==> src/rtl/ym3438_slot_sequencer_if.sv <==
// Debug-read handshake bundle between the slot sequencer and its requester.
// The requester drives dbg_req/dbg_slot; the sequencer returns the chain timing strobes and status.
interface ym3438_slot_sequencer_if;
   logic       dbg_req;
   logic [4:0] dbg_slot;
   logic       dbg_load;
   logic       dbg_shift;
   logic       dbg_busy;
   logic       dbg_done;
   logic       dbg_err;

   modport master (
      output dbg_req, dbg_slot,
      input  dbg_load, dbg_shift, dbg_busy, dbg_done, dbg_err
   );

   modport slave (
      input  dbg_req, dbg_slot,
      output dbg_load, dbg_shift, dbg_busy, dbg_done, dbg_err
   );
endinterface

==> src/rtl/ym3438_slot_sequencer.sv <==
// OPN2 master phase divider (c1/c2), 24-slot frame counter and debug-chain read scheduler.
// Every state element runs on MCLK; c1/c2 are enables, never clocks.
module ym3438_slot_sequencer #(
   parameter int CLK_DIV   = 6,
   parameter int SLOTS     = 24,
   parameter int DBG_WIDTH = 10
) (
   input  logic                          MCLK,
   input  logic                          IC,
   output logic                          c1,
   output logic                          c2,
   output logic [4:0]                    slot,
   output logic                          sync,
   ym3438_slot_sequencer_if.slave        dbg
);

   localparam int PW = $clog2(CLK_DIV);
   localparam int CW = $clog2(DBG_WIDTH + 1);

   typedef enum logic [2:0] {
      S_IDLE,
      S_WAIT,
      S_LOAD,
      S_SHIFT,
      S_DONE
   } state_t;

   logic [PW-1:0] p;
   logic [4:0]    slot_next;
   logic [4:0]    target;
   logic [CW-1:0] cnt;
   logic          req_q;
   logic          err_flag;
   logic          c2_tick;
   state_t        state;

   // The prescaler rests at 0 during reset, so the enables are masked by IC to stay low there.
   assign c2_tick   = (p == PW'(CLK_DIV / 2));
   assign c1        = IC & (p == '0);
   assign c2        = IC & c2_tick;
   assign slot_next = (slot == 5'(SLOTS - 1)) ? 5'd0 : slot + 5'd1;
   assign sync      = (slot == 5'(SLOTS - 1));

   always_ff @(posedge MCLK or negedge IC) begin
      if (!IC) begin
         p    <= '0;
         slot <= 5'd0;
      end else begin
         p <= (p == PW'(CLK_DIV - 1)) ? '0 : p + 1'b1;
         if (c2_tick) begin
            slot <= slot_next;
         end
      end
   end

   // A target equal to the current slot is only matched on its next occurrence a frame later.
   always_ff @(posedge MCLK or negedge IC) begin
      if (!IC) begin
         state    <= S_IDLE;
         req_q    <= 1'b0;
         target   <= 5'd0;
         cnt      <= '0;
         err_flag <= 1'b0;
      end else begin
         req_q <= dbg.dbg_req;
         case (state)
            S_IDLE: begin
               if (dbg.dbg_req && !req_q) begin
                  if ({1'b0, dbg.dbg_slot} < 6'(SLOTS)) begin
                     target <= dbg.dbg_slot;
                     state  <= S_WAIT;
                  end else begin
                     err_flag <= 1'b1;
                     state    <= S_DONE;
                  end
               end
            end
            S_WAIT: begin
               if (c2_tick && (slot_next == target)) begin
                  state <= S_LOAD;
               end
            end
            S_LOAD: begin
               if (c2_tick) begin
                  cnt   <= '0;
                  state <= S_SHIFT;
               end
            end
            S_SHIFT: begin
               if (c2_tick) begin
                  cnt <= cnt + 1'b1;
                  if (cnt == CW'(DBG_WIDTH - 1)) begin
                     state <= S_DONE;
                  end
               end
            end
            S_DONE: begin
               err_flag <= 1'b0;
               state    <= S_IDLE;
            end
            default: state <= S_IDLE;
         endcase
      end
   end

   assign dbg.dbg_load  = (state == S_LOAD);
   assign dbg.dbg_shift = (state == S_SHIFT);
   assign dbg.dbg_busy  = (state != S_IDLE);
   assign dbg.dbg_done  = (state == S_DONE);
   assign dbg.dbg_err   = (state == S_DONE) && err_flag;

endmodule

==> src/flat_wrapper.sv <==
// flat-port wrapper written by rule: the top's interface ports become plain ports
module ym3438_slot_sequencer_flat 
#(
   parameter int CLK_DIV   = 6,
   parameter int SLOTS     = 24,
   parameter int DBG_WIDTH = 10
)
  (MCLK, IC, c1, c2, slot, sync, dbg_dbg_req, dbg_dbg_slot, dbg_dbg_load, dbg_dbg_shift, dbg_dbg_busy, dbg_dbg_done, dbg_dbg_err);
  ym3438_slot_sequencer_if dbg_i ();
  input  logic MCLK;
  input  logic IC;
  output logic c1;
  output logic c2;
  output logic [4:0] slot;
  output logic sync;
  input wire logic [$bits(dbg_i.dbg_req)-1:0] dbg_dbg_req;
  input wire logic [$bits(dbg_i.dbg_slot)-1:0] dbg_dbg_slot;
  output wire logic [$bits(dbg_i.dbg_load)-1:0] dbg_dbg_load;
  output wire logic [$bits(dbg_i.dbg_shift)-1:0] dbg_dbg_shift;
  output wire logic [$bits(dbg_i.dbg_busy)-1:0] dbg_dbg_busy;
  output wire logic [$bits(dbg_i.dbg_done)-1:0] dbg_dbg_done;
  output wire logic [$bits(dbg_i.dbg_err)-1:0] dbg_dbg_err;
  assign dbg_i.dbg_req = dbg_dbg_req;
  assign dbg_i.dbg_slot = dbg_dbg_slot;
  assign dbg_dbg_load = dbg_i.dbg_load;
  assign dbg_dbg_shift = dbg_i.dbg_shift;
  assign dbg_dbg_busy = dbg_i.dbg_busy;
  assign dbg_dbg_done = dbg_i.dbg_done;
  assign dbg_dbg_err = dbg_i.dbg_err;
  ym3438_slot_sequencer #(.CLK_DIV(CLK_DIV), .SLOTS(SLOTS), .DBG_WIDTH(DBG_WIDTH)) u_core (.MCLK(MCLK), .IC(IC), .c1(c1), .c2(c2), .slot(slot), .sync(sync), .dbg(dbg_i));
endmodule
==> config.mk <==
export PLATFORM = sky130hd
export DESIGN_NAME = ym3438_slot_sequencer_flat
export DESIGN_NICKNAME = d
export VERILOG_FILES = /design/src/rtl/ym3438_slot_sequencer_if.sv /design/src/rtl/ym3438_slot_sequencer.sv /design/src/flat_wrapper.sv
export SDC_FILE = /design/constraint.sdc
export NUM_CORES = 1
export LEC_CHECK = 0
export ABC_CLOCK_PERIOD_IN_PS = 3200
export BUFFER_PORTS_ARGS = -buffer_cell sky130_fd_sc_hd__buf_2
export CORE_MARGIN = 1
export CORE_UTILIZATION = 45
export DETAILED_ROUTE_END_ITERATION = 6
export MAX_ROUTING_LAYER = met4
export PLACE_DENSITY_LB_ADDON = 0.08
export SKIP_CTS_REPAIR_TIMING = 1
export SLEW_MARGIN = 20
export SYNTH_ARGS = -nofsm -noshare
export SYNTH_HDL_FRONTEND = slang
export SYNTH_SLANG_ARGS = --single-unit
==> constraint.sdc <==
create_clock -name MCLK -period 3.2 [get_ports MCLK]
set_input_delay 0.48 -clock MCLK [delete_from_list [all_inputs] [get_ports MCLK]]
set_output_delay 0.48 -clock MCLK [all_outputs]
set_load 0.01 [all_outputs]
==> results.cfg, run 1 <==
[critical_path]
critPathMaxFanout = 14
startpoint = u_core.p[0]
path_class = reg -> out
crit_arrival_ns = 1.69
critPathMaxStageDelay_ns = 0.47
crit_path_end_kind = primary output
slowest_stage = ha_1
crit_required_ns = 2.72
r2r-start = u_core.slot[0]
cp-start-kind = flip-flop
crit_chain = inv_1, nor2_1, ha_1, and2_1, buf_2

[drt]
wl_per_cell_um = 13.7
vias = 864
ant_nets = 0
first_pass_iters = 4
dr.first_iter.drc_count = 8
wirelength_um = 2250
via_per_inst = 5.27
drc = 0

[logic_synthesis]
synthFlopType = dfrtp_1
syn-num-nets = 127
syn_avg_cell_area_um2 = 10.4
yosysWarnings = 0
synth_area_mm2 = 0.00119
synth_seq_cells = 22
ys_seq_area_share_pct = 46.1
ys_types = 35
async_reset_ff_share_pct = 100
syn_inst = 115
synth-edff-count = 0

[die]
die_area_mm2 = 0.00286
die_h_um = 53.5
start_util_pct = 47.7
ioPinCount = 21
rows = 18
core_area_mm2 = 0.00250
die_x_um = 53.5

[grt]
grt_usage_pct = 19.5
grt_overflow = 0
grt_max_degree = 17
antenna_found_initial = 0
grt_pass1_wl_um = 3770
grt_pass1_vias = 778

[cells_and_area]
design_area_mm2 = 0.00134
drive_above_1_share_pct = 25.4
n_fill_cell = 240
nNetsFinal = 148
area_growth_pct = 11.8
diodes = 0

[place]
numPortBuffers = 20
hpwlAfterDp_um = 1670
placed_area_mm2 = 0.00131
gp_congestion = 0.727

[clock_network]
cts-htree-levels = 1
cts_root_buf = clkbuf_4
clock_path_buffers = 2
cts_tree = yes
cts_buffers = 3
clk_latency_ns = 0.31
cts.sinks = 22
clk_pin_slew_ns = 0.12

[sta]
skew_ns = 0.0115
hold_viol = 0
tightestPinTransition_ns = 0.562
setup_viol = 0
fin_crit_sh_pct = 67.7
setup_tns_ns = 0
fmax_mhz = 462
min_period_ns = 2.17
rsz0062_at_grt = false
slew_viol_final = 0
slew_headroom_pct = 62.0

[power]
ir_drop_mv = 0.299
leakage_uw = 0.000647
power_density_mw_per_mm2 = 472
finalPower_uw = 630

[status]
status = complete, no violations

[job]
maxCapViolCount = 0

[worst_hold_path]
min_path_type = in -> async
-- critical path: cells and delay by family (launching register included) --
| kind | cells | cell delay [ns] |
|---|---|---|
| DFF | 1 | 0.42 |
| adders and majority gates | 1 | 0.47 |
| buffers and inverters | 2 | 0.20 |
| and+or+nand+nor | 2 | 0.30 |
-- stage by stage --
step | util, % | std cells | setup slack, ns | hold WS [ns]
after floorplan | - | 115 | 1.22 | 0.184
after global placement | 52.5 | 161 | 1.21 | 0.383
after detailed placement | 52.5 | 161 | 1.13 | 0.385
after CTS | 53.4 | 164 | 1.01 | 0.0365
after global routing | 53.4 | 164 | 0.825 | 0.0377
final | 53.4 | 164 | 1.03 | 0.0366
-- final cells by class --
class	instances	area, um^2	share of cell area [%]
multi-input combinational	83	598	44.8
timing repair buffer	21	108	8.06
inverter	5	18.8	1.41
tap	30	37.5	2.81
sequential	22	551	41.2
clock buffer	3	22.5	1.69
-- per-layer routing --
layer  wire length (um)  global-route usage (%)
met5                  0                       -
met4                 18                    3.95
met3                 91                    6.32
met2                993                    28.7
met1               1150                    26.1
-- synthesized netlist by cell type (all sizes together), types with 5 or more instances --
cell type	count	area (um^2)
inv	5	18.8
mux2	8	90.1
nand2	7	26.3
a31oi	5	31.3
dfrtp	22	551
o21ai	6	30.0
nor2	6	22.5
-- flip-flops by register name, indices dropped and copies added, names as in the netlist --
register / count
u_core.p: 3
u_core.cnt: 4
u_core.state: 3
u_core.target: 5
u_core.slot: 5
u_core.req_q: 1
u_core.err_flag: 1
-- placed cells by master, fill, tap and decap left out, drive strengths merged, types with 5 or more instances in the layout --
| cell type | Yosys | routed |
|---|---|---|
| inv | 5 | 5 |
| buf | 1 | 21 |
| nor2 | 6 | 6 |
| mux2 | 8 | 8 |
| o21ai | 6 | 6 |
| nand2 | 7 | 7 |
| dfrtp | 22 | 22 |
| a31oi | 5 | 5 |
-- path summary, 6_finish.rpt --
check | endpoint | slack (ns) | cells after the start
setup / recovery | c2 | 1.03 | 5
hold / removal | u_core.slot[2] | 0.04 | 1
setup reg to reg | u_core.state[1] | 1.14 | 6
hold reg to reg | u_core.p[2] | 0.50 | 1
max in group asynchronous | u_core.p[2] | 2.69 | 2
min in group MCLK | u_core.req_q | 0.28 | 1
-- where the power goes --
part | switching (uW) | internal, uW
Clock | 77.9 | 44.0
Sequential | 52.5 | 323
Combinational | 59.0 | 73.6
Total | 189 | 440
-- cell families after synthesis --
group | share of synthesized area [%]
adders and majority gates | 4.19
buffers and inverters | 3.77
DFF | 46.1
muxes | 10.9
xor gates and xnor gates | 5.14
AOI/OAI and AO/OA | 10.3
and+or+nand+nor | 19.6
Power figures use the tool's default switching activity.
==> run 2: changes to the inputs <==
Settings changed: ABC_AREA from default to 1, ABC_CLOCK_PERIOD_IN_PS 3200 to 2060.
Clock period 3.2 ns to 2.06 ns, I/O delays scaled along.
==> results.cfg, run 2 <==
[logic_synthesis]
syn-num-nets = 173
synthTopCellsByArea = dfrtp_1, nand2_1, inv_1, nand3_1, o21ai_0
syn_inst = 161
ys_seq_area_share_pct = 43.8
yosys.area.top_type_share_pct = 43.8
synthFlopType = dfrtp_1
syn_avg_cell_area_um2 = 7.81
synth_largest_area_cell = dfrtp_1
async_reset_ff_share_pct = 100
synth_seq_cells = 22
yosysWarnings = 0
post-synth-top-count-cell = nand2_1
ys_types = 26
synth_area_mm2 = 0.00126
synth-edff-count = 0
synth_common_cells = nand2_1, inv_1, dfrtp_1

[drt]
drc = 0
wl_per_cell_um = 11.8
ant_nets = 0
dr_wl_met3_um = 93
wirelength_um = 2550
dr.max_layer_used = met4
via_per_inst = 5.07
first_pass_iters = 4
dr_wl_met2_um = 1200
wl_met1_um = 1240
dr.first_iter.drc_count = 19
vias = 1100

[clock_network]
cts_buffers = 3
cts_tree = yes
cts.sinks = 22
cts_root_buf = clkbuf_4
clk_latency_ns = 0.31
cts-htree-levels = 1
clk_pin_slew_ns = 0.13
clock_path_buffers = 2

[sta]
skew_ns = 0.00747
tightestPinTransition_ns = 0.380
setup_viol = 0
min_period_ns = 1.82
setup_tns_ns = 0
slew_viol_final = 0
fmax_mhz = 550
hold_viol = 0
fin_crit_sh_pct = 88.2
slew_headroom_pct = 74.6
rsz0062_at_grt = false

[critical_path]
slowest_stage = dfrtp_1
crit_top_cell = nand2_2
r2r-start = u_core.p[0]
crit_arrival_ns = 1.51
r2r-end = u_core.cnt[3]
endpoint = sync
regToRegSetupSlack_ns = 0.29
cp-start-kind = flip-flop
critPathMaxFanout = 5
path_class = reg -> out
crit_chain = ha_1, nand2_2, clkinv_2, nand2_2, inv_1, buf_2
crit_path_end_kind = primary output
startpoint = u_core.slot[0]
rr_worst_depth = 10
crit_required_ns = 1.75
critPathMaxStageDelay_ns = 0.44

[job]
maxCapViolCount = 0

[die]
ioPinCount = 21
die_h_um = 54.9
start_util_pct = 49.0
rows = 18
core_area_mm2 = 0.00257
die_area_mm2 = 0.00301
die_x_um = 54.9

[power]
power_density_mw_per_mm2 = 975
swShare_pct = 39.5
comb_power_share_pct = 38.8
p_int_uw = 855
p_sw_uw = 558
leakage_uw = 0.000786
pwr-share-seq_pct = 44.0
ir_drop_mv = 0.661
clock_power_share_pct = 17.2

[grt]
antenna_found_initial = 0
grt_usage_pct = 20.6
grt_pass1_wl_um = 4130
grt_overflow = 0
grt_pass1_vias = 932
grt_max_degree = 16

[place]
placed_area_mm2 = 0.00140
gp_congestion = 0.884
numPortBuffers = 20
hpwlAfterDp_um = 1990

[cells_and_area]
final_cell_mix = nand2_1, inv_1, dfrtp_1
final_common_cell = nand2_1
diodes = 0
nNetsFinal = 200
post-route-util_pct = 56.4
n_fill_cell = 246
largestRegisters = u_core.slot: 5 flops, u_core.target: 5 flops, u_core.cnt: 4 flops
area_growth_pct = 15.2
drive_above_1_share_pct = 24.6
design_area_mm2 = 0.00145

[status]
status = complete, no violations

[worst_hold_path]
min_path_type = in -> reg
==> run 2: cell count changes after synthesis, moves of 4 or more <==
cell	previous run	this run
inv_1	5	27
a31oi_1	5	1
nand2_1	7	36
nand3_1	3	15
o21ai_0	6	11
clkbuf_1	4	0
mux2_2	8	0
nand2_2	0	7
mux2i_1	4	0
==> run 2: cells by family after synthesis <==
family / Yosys count / share of synthesized area [%]
and+or+nand+nor: 81 / 30.9
DFF: 22 / 43.8
AOI/OAI and AO/OA: 20 / 9.05
xor gates and xnor gates: 2 / 1.39
muxes: 1 / 1.19
adders and majority gates: 4 / 3.98
buffers and inverters: 31 / 9.65
==> run 2: critical path: cells and delay by family, from the launching register on <==
kind / cells / cell delay (ns)
buffers and inverters: 3 / 0.28
DFF: 1 / 0.44
and+or+nand+nor: 2 / 0.24
adders and majority gates: 1 / 0.25
==> run 2: area by class of cell <==
class	count	area, um^2	area share, %
Tap cell	30	37.5	2.59
Timing Repair Buffer	23	125	8.64
Sequential cell	22	551	38.0
Multi-Input combinational cell	108	586	40.4
Clock buffer	4	36.3	2.50
Inverter	30	114	7.86
==> run 2: power by group through the flow <==
stage	Combinational, uW	Sequential, uW	Clock [uW]
after floorplan	420	602	0
after global placement	535	627	0
after detailed placement	547	629	0
after CTS	550	620	249
after global routing	635	632	269
final	548	621	243
==> run 2: per-layer routing <==
metal	vias up	GRT usage [%]
li1	568	-
met1	512	25.1
met2	18	33.3
met3	2	5.83
met4	0	5.13
met5	-	-
==> run 2: worst min path at each step <==
stage | start | end | slack (ns) | cells past startpoint
after floorplan | IC | u_core.cnt[0] | 0.01 | 0
final | dbg_dbg_req | u_core.req_q | 0.10 | 1
after detailed placement | IC | u_core.state[0] | 0.18 | 1
after CTS | IC | u_core.p[0] | -0.17 | 1
after global routing | dbg_dbg_req | u_core.req_q | 0.09 | 1
after global placement | IC | u_core.p[0] | 0.18 | 1
==> run 2: through the flow <==
step                hold slack (ns)  instances  total power, uW  worst slack, ns
floorplan                    0.0134        161             1020            0.533
global placement              0.179        212             1160            0.326
detailed placement            0.181        212             1180            0.307
CTS                          -0.171        216             1420            0.233
global route                 0.0857        217             1540            0.125
finish                        0.102        217             1410            0.243
